## src/rtl/bram_bit_player_if.sv

```systemverilog
// bram_bit_player_if: host write port, playback control and serial outputs of the pattern player.
interface bram_bit_player_if #(
   parameter int ADDR_W = 8,
   parameter int DATA_W = 8,
   parameter int DIV_W  = 16
);
   logic              wr_en;
   logic [ADDR_W-1:0] wr_addr;
   logic [DATA_W-1:0] wr_data;
   logic              start;
   logic              stop;
   logic [ADDR_W-1:0] last_addr;
   logic [DIV_W-1:0]  bit_div;
   logic              loop;
   logic              sel_out;
   logic              busy;
   logic              done;
   modport master (
      output wr_en, wr_addr, wr_data, start, stop, last_addr, bit_div, loop,
      input  sel_out, busy, done
   );
   modport slave (
      input  wr_en, wr_addr, wr_data, start, stop, last_addr, bit_div, loop,
      output sel_out, busy, done
   );
endinterface

```

## src/rtl/bram_bit_player.sv

```systemverilog
// bram_bit_player: plays a block-RAM bit pattern LSB-first onto sel_out at a programmable bit period.
module bram_bit_player #(
   parameter int ADDR_W = 8,
   parameter int DATA_W = 8,
   parameter int DIV_W  = 16
) (
   input logic              clk,
   input logic              rst_n,
   bram_bit_player_if.slave bus
);
   localparam int BW = $clog2(DATA_W);
   typedef enum logic [1:0] {IDLE, FETCH, PRIME, SHIFT} state_t;
   state_t            state_q, state_d;
   logic [ADDR_W-1:0] addr_q, addr_d, last_q, last_d, nxt_addr, rd_addr;
   logic [DIV_W-1:0]  div_q, div_d, lim_q, lim_d;
   logic [BW-1:0]     bit_q, bit_d;
   logic [DATA_W-1:0] shift_q, shift_d, rd_data_q;
   logic              loop_q, loop_d, done_q, done_d, rd_en, bit_end, word_end;
   logic [DATA_W-1:0] mem [2**ADDR_W];
   // rd_data_q only changes on a read, so it doubles as the prefetch register
   always_ff @(posedge clk) begin
      if (bus.wr_en) mem[bus.wr_addr] <= bus.wr_data;
      if (rd_en) rd_data_q <= mem[rd_addr];
   end
   assign bit_end  = div_q == lim_q;
   assign word_end = bit_end && bit_q == BW'(DATA_W-1);
   assign nxt_addr = addr_q == last_q ? '0 : addr_q + 1'b1;
   // next word is read on the edge that starts bit DATA_W-1, so it is ready even when bit_div=0
   assign rd_en    = state_q == FETCH || (state_q == SHIFT && bit_end && bit_q == BW'(DATA_W-2));
   assign rd_addr  = state_q == FETCH ? '0 : nxt_addr;
   always_comb begin
      state_d = state_q;
      addr_d  = addr_q;
      last_d  = last_q;
      lim_d   = lim_q;
      loop_d  = loop_q;
      div_d   = div_q;
      bit_d   = bit_q;
      shift_d = shift_q;
      done_d  = 1'b0;
      case (state_q)
         IDLE: if (bus.start && !bus.stop) begin
            state_d = FETCH;
            last_d  = bus.last_addr;
            lim_d   = bus.bit_div;
            loop_d  = bus.loop;
            addr_d  = '0;
            div_d   = '0;
            bit_d   = '0;
         end
         FETCH: state_d = PRIME;
         PRIME: begin
            state_d = SHIFT;
            shift_d = rd_data_q;
         end
         SHIFT: begin
            div_d = bit_end ? '0 : div_q + 1'b1;
            if (bit_end) begin
               bit_d   = bit_q + 1'b1;
               shift_d = shift_q >> 1;
            end
            if (word_end) begin
               bit_d   = '0;
               shift_d = rd_data_q;
               addr_d  = nxt_addr;
               if (addr_q == last_q && !loop_q) begin
                  state_d = IDLE;
                  done_d  = 1'b1;
               end
            end
         end
         default: state_d = IDLE;
      endcase
      if (state_q != IDLE && bus.stop) begin
         state_d = IDLE;
         done_d  = 1'b0;
      end
   end
   always_ff @(posedge clk or negedge rst_n) begin
      if (!rst_n) begin
         state_q <= IDLE;
         addr_q  <= '0;
         last_q  <= '0;
         lim_q   <= '0;
         loop_q  <= 1'b0;
         div_q   <= '0;
         bit_q   <= '0;
         shift_q <= '0;
         done_q  <= 1'b0;
      end else begin
         state_q <= state_d;
         addr_q  <= addr_d;
         last_q  <= last_d;
         lim_q   <= lim_d;
         loop_q  <= loop_d;
         div_q   <= div_d;
         bit_q   <= bit_d;
         shift_q <= shift_d;
         done_q  <= done_d;
      end
   end
   assign bus.sel_out = state_q == SHIFT && shift_q[0];
   assign bus.busy    = state_q != IDLE;
   assign bus.done    = done_q;
endmodule

```

## src/flat_wrapper.sv

```systemverilog
// flat-port wrapper written by rule: the top's interface ports become plain ports
module bram_bit_player_flat 
#(
   parameter int ADDR_W = 8,
   parameter int DATA_W = 8,
   parameter int DIV_W  = 16
)
  (clk, rst_n, bus_wr_en, bus_wr_addr, bus_wr_data, bus_start, bus_stop, bus_last_addr, bus_bit_div, bus_loop, bus_sel_out, bus_busy, bus_done);
  bram_bit_player_if #(.ADDR_W(ADDR_W), .DATA_W(DATA_W), .DIV_W(DIV_W)) bus_i ();
  input logic clk;
  input logic rst_n;
  input wire logic [$bits(bus_i.wr_en)-1:0] bus_wr_en;
  input wire logic [$bits(bus_i.wr_addr)-1:0] bus_wr_addr;
  input wire logic [$bits(bus_i.wr_data)-1:0] bus_wr_data;
  input wire logic [$bits(bus_i.start)-1:0] bus_start;
  input wire logic [$bits(bus_i.stop)-1:0] bus_stop;
  input wire logic [$bits(bus_i.last_addr)-1:0] bus_last_addr;
  input wire logic [$bits(bus_i.bit_div)-1:0] bus_bit_div;
  input wire logic [$bits(bus_i.loop)-1:0] bus_loop;
  output wire logic [$bits(bus_i.sel_out)-1:0] bus_sel_out;
  output wire logic [$bits(bus_i.busy)-1:0] bus_busy;
  output wire logic [$bits(bus_i.done)-1:0] bus_done;
  assign bus_i.wr_en = bus_wr_en;
  assign bus_i.wr_addr = bus_wr_addr;
  assign bus_i.wr_data = bus_wr_data;
  assign bus_i.start = bus_start;
  assign bus_i.stop = bus_stop;
  assign bus_i.last_addr = bus_last_addr;
  assign bus_i.bit_div = bus_bit_div;
  assign bus_i.loop = bus_loop;
  assign bus_sel_out = bus_i.sel_out;
  assign bus_busy = bus_i.busy;
  assign bus_done = bus_i.done;
  bram_bit_player #(.ADDR_W(ADDR_W), .DATA_W(DATA_W), .DIV_W(DIV_W)) u_core (.clk(clk), .rst_n(rst_n), .bus(bus_i));
endmodule
```

## config.mk

```make
export PLATFORM = sky130hd
export DESIGN_NAME = bram_bit_player_flat
export DESIGN_NICKNAME = d
export VERILOG_FILES = /design/src/rtl/bram_bit_player_if.sv /design/src/rtl/bram_bit_player.sv /design/src/flat_wrapper.sv
export SDC_FILE = /design/constraint.sdc
export NUM_CORES = 2
export LEC_CHECK = 0
export CAP_MARGIN = 20
export CELL_PAD_IN_SITES_DETAIL_PLACEMENT = 0
export CELL_PAD_IN_SITES_GLOBAL_PLACEMENT = 2
export CORE_MARGIN = 2
export CORE_UTILIZATION = 46
export CTS_CLUSTER_DIAMETER = 120
export DETAILED_ROUTE_END_ITERATION = 16
export PLACE_DENSITY = 0.84
export SLEW_MARGIN = 10
export SYNTH_ARGS = -nofsm -noshare
export SYNTH_HDL_FRONTEND = slang
export SYNTH_SLANG_ARGS = --single-unit
```

## constraint.sdc

```tcl
create_clock -name clk -period 4.7 [get_ports clk]
set_clock_uncertainty 0.15 [all_clocks]
set_input_delay 1.41 -clock clk [delete_from_list [all_inputs] [get_ports clk]]
set_output_delay 1.41 -clock clk [all_outputs]
set_load 0.005 [all_outputs]
```

==> flow_summary_export.csv <==
group,metric,value,unit
outcome,status,"completed",
timing,fin_setup_tns,0,ns
placed_design,place_congestion,0.936,
synth,yosysWarnings,0,
setup_path,critPathKind,"flop to flop",
placed_design,hpwl,172000,um
synth,synth.area.top_cells,"edfxtp_1, o221ai_1, nand2_1",
layout,nets,5956,
timing,clock.fmax,215,MHz
setup_path,reg2reg_depth,12,
clock_tree,clkTransAtPathRegs,0.06,ns
routing,drtIter0Drc,8418,
clock_tree,clock-sinks,2119,
run,cap_violations,0,
floorplan,fp-row-count,155,
synth,ys_seq_area_share,76.3,%
setup_path,r2r_slack,0.05,ns
timing,hold_viol_final,0,
clock_tree,cts_inserted_buffers,209,
worst_hold_path,min_to,"u_core.shift_q[4]",
grt,antenna_found_initial,13,
layout,layout_common_cells,"edfxtp_1, nand2_1, buf_4",
clock_tree,htree_levels,4,
synth,synth_area,0.0830,mm^2
synth,avgSynthCellArea,15.1,um^2
routing,vias,54600,
clock_tree,cts_setup_buffers,0,
synth,yosys.area.top_type,"edfxtp_1",
routing,drc_errors,0,
clock_tree,cts_buffer_depth,3,
placed_design,post-place-ws,0.183,ns
clock_tree,cts_tree,"yes",
worst_hold_path,hold_class,"flop to flop",
routing,wire_per_inst,32.3,um
routing,dr.pass1.iters,8,
setup_path,critPathRequiredTime,5.14,ns
worst_hold_path,hold_start,"u_core.shift_q[4]",
clock_tree,clock_latency,0.87,ns
power,peakVddDrop,0.379,mV
layout,design_area,0.0962,mm^2
timing,layout_setup_ws,0.0467,ns
routing,routed_wl,273000,um
synth,synth_edf_count,2056,
timing,timing.final.crit_share,99.0,%
floorplan,coreArea,0.179,mm^2
timing,slew_headroom,21.9,%
synth,ys_ff_latch,2119,
clock_tree,ctsResizeCount,0,
layout,drive_gt1_share,15.6,%
synth,synthDistinctLibCells,86,
synth,async_flop_share,2.97,%
setup_path,critPathMaxFanout,44,
floorplan,ios,49,
layout,syn_to_final_growth,15.9,%
floorplan,die_w,429,um
layout,final_common_cell,"edfxtp_1",
setup_path,worst_setup_path_end_kind,"flop",
grt,grt_overflow,0,
grt,first_global_vias,52200,
worst_hold_path,worstHoldPathCells,2,
routing,final_antenna_net_count,0,
setup_path,r2r_end,"u_core.rd_data_q[7]",
timing,slew_viol_final,0,
placed_design,placed_area,0.0895,mm^2
timing,period_needed,4.65,ns
synth,synthFlopType,"edfxtp_1",
power,p_per_area,489,mW/mm^2
timing,rsz0062_at_grt,"no",
power,power.leakage,30.8,nW
routing,vias_per_cell,6.47,
synth,synth_cells,5506,
floorplan,dieArea,0.184,mm^2
setup_path,critPathArrivalTime,5.09,ns
setup_path,worstReg2RegStart,"u_core.state_q[1]",
synth,synth_top_area_share,74.4,%
timing,setup_viol,0,
synth,syn_nets,5561,
placed_design,port_buffers,48,
grt,grt_pass1_wl,385000,um
clock_tree,ctsHoldBuffers,0,
grt,gr-usage-all-layers,29.1,%
timing,worst_slew_pin_slew,1.17,ns
grt,grt_max_degree,106,
setup_path,start_kind,"flop",
floorplan,die_y,429,um
floorplan,initial_utilization,46.4,%
clock_tree,clockRootBuffer,"clkbuf_16",
==> metal layers <==
| layer | vias up | routed length (um) | part of all wire (%) | global-route usage, % |
|---|---|---|---|---|
| met1 | 27600 | 104000 | 38 | 40.0 |
| met4 | 6 | 13500 | 4.9 | 13.0 |
| met2 | 3640 | 125000 | 46 | 45.0 |
| met5 | - | 39 | 0.014 | 0 |
| met3 | 655 | 30200 | 11 | 5.89 |
| li1 | 22800 | - | - | - |
==> registers in the layout, summed over array words and instances, names as in the netlist <==
register and flops:
u_core.mem 2048, u_core.div_q 16, u_core.lim_q 16, u_core.addr_q 8, u_core.last_q 8, u_core.rd_data_q 8, u_core.shift_q 8, u_core.bit_q 3
u_core.state_q 2, u_core.bus.done 1, u_core.loop_q 1
==> cells by family after synthesis <==
kind of cell,count (synthesis),synth area share (%)
buffers and inverters,412,2.35
AOI/OAI and AO/OA,1410,11.9
DFF,2119,76.3
xor gates and xnor gates,41,0.478
muxes,126,1.61
adders and majority gates,9,0.136
and+or+nand+nor,1389,7.18
==> metrics by stage <==
stage               hold WS (ns)  instances  power (mW)  util, %
global placement           0.310       8041        30.7     50.0
global route               0.353       8432        48.3     53.8
detailed placement         0.320       8045        30.8     50.0
floorplan                  0.292       5506        26.6        -
finish                     0.332       8440        47.0     53.8
CTS                        0.333       8431        46.9     53.8
==> cell type report <==
cell class / count / area (um^2)
Fill cell: 14400 / 82600
Sequential cell: 2119 / 63300
Multi-Input combinational cell: 2975 / 17900
Clock buffer: 261 / 5470
Timing Repair Buffer: 576 / 5190
Tap cell: 2355 / 2950
Clock inverter: 125 / 1220
Inverter: 20 / 75.1
Antenna cell: 9 / 22.5
==> power by group <==
group	leakage (nW)	switching [mW]	internal, mW	total [mW]
clock network	3.23	7.27	9.15	16.4
logic	8.28	6.52	2.90	9.42
registers	19.3	0.168	21.0	21.1
total	30.8	14.0	33.0	47.0
==> cells in the mapped netlist, types with 9 or more instances <==
cell type and instances:
mux2i_1 70, a31oi_1 150, nor3_1 68, o22ai_1 249, xor2_1 9, a211oi_1 21, a311oi_1 16, nor4_1 18
edfxtp_1 2056, o22a_1 14, xnor2_1 27, o2111ai_1 11, o32ai_1 19, buf_1 26, o21ai_1 14, a22oi_1 20
a31o_2 13, clkbuf_1 131, ha_1 9, dfrtp_1 63, o221ai_1 325, a211o_1 14, a21oi_1 198, o21ai_0 170
nand3_1 155, mux2_2 55, nand2_1 645, o31ai_1 31, buf_4 26, a221oi_1 26, inv_1 20, buf_2 202
and3_1 32, o211ai_1 25, nand4_1 34, nor2_1 368, nor2b_1 12, or3_1 14
==> how the worst max path moves through the flow <==
stage / startpoint / end / depth (start not counted)
2_1_floorplan: bus_wr_addr[3] / u_core.mem[235][0] / 6
4_1_cts: u_core.state_q[1] / u_core.rd_data_q[7] / 12
3_5_place_dp: u_core.state_q[1] / u_core.rd_data_q[7] / 12
5_1_grt: u_core.state_q[1] / u_core.rd_data_q[7] / 12
6_report: u_core.state_q[1] / u_core.rd_data_q[7] / 12
3_3_place_gp: u_core.state_q[1] / u_core.rd_data_q[7] / 12
==> worst max-delay path, cell delays in order, from the launching register on <==
cell	delay, ns
dfrtp_1	0.37
inv_1	0.09
ha_2	0.29
nor2_2	0.70
o21ai_4	0.28
buf_12	0.29
buf_12	0.22
o22ai_1	0.24
o21ai_0	0.35
a21oi_1	0.34
a31oi_1	0.16
a311oi_1	0.70
o22ai_1	0.18
No activity file was read; power rests on OpenSTA's default activity.
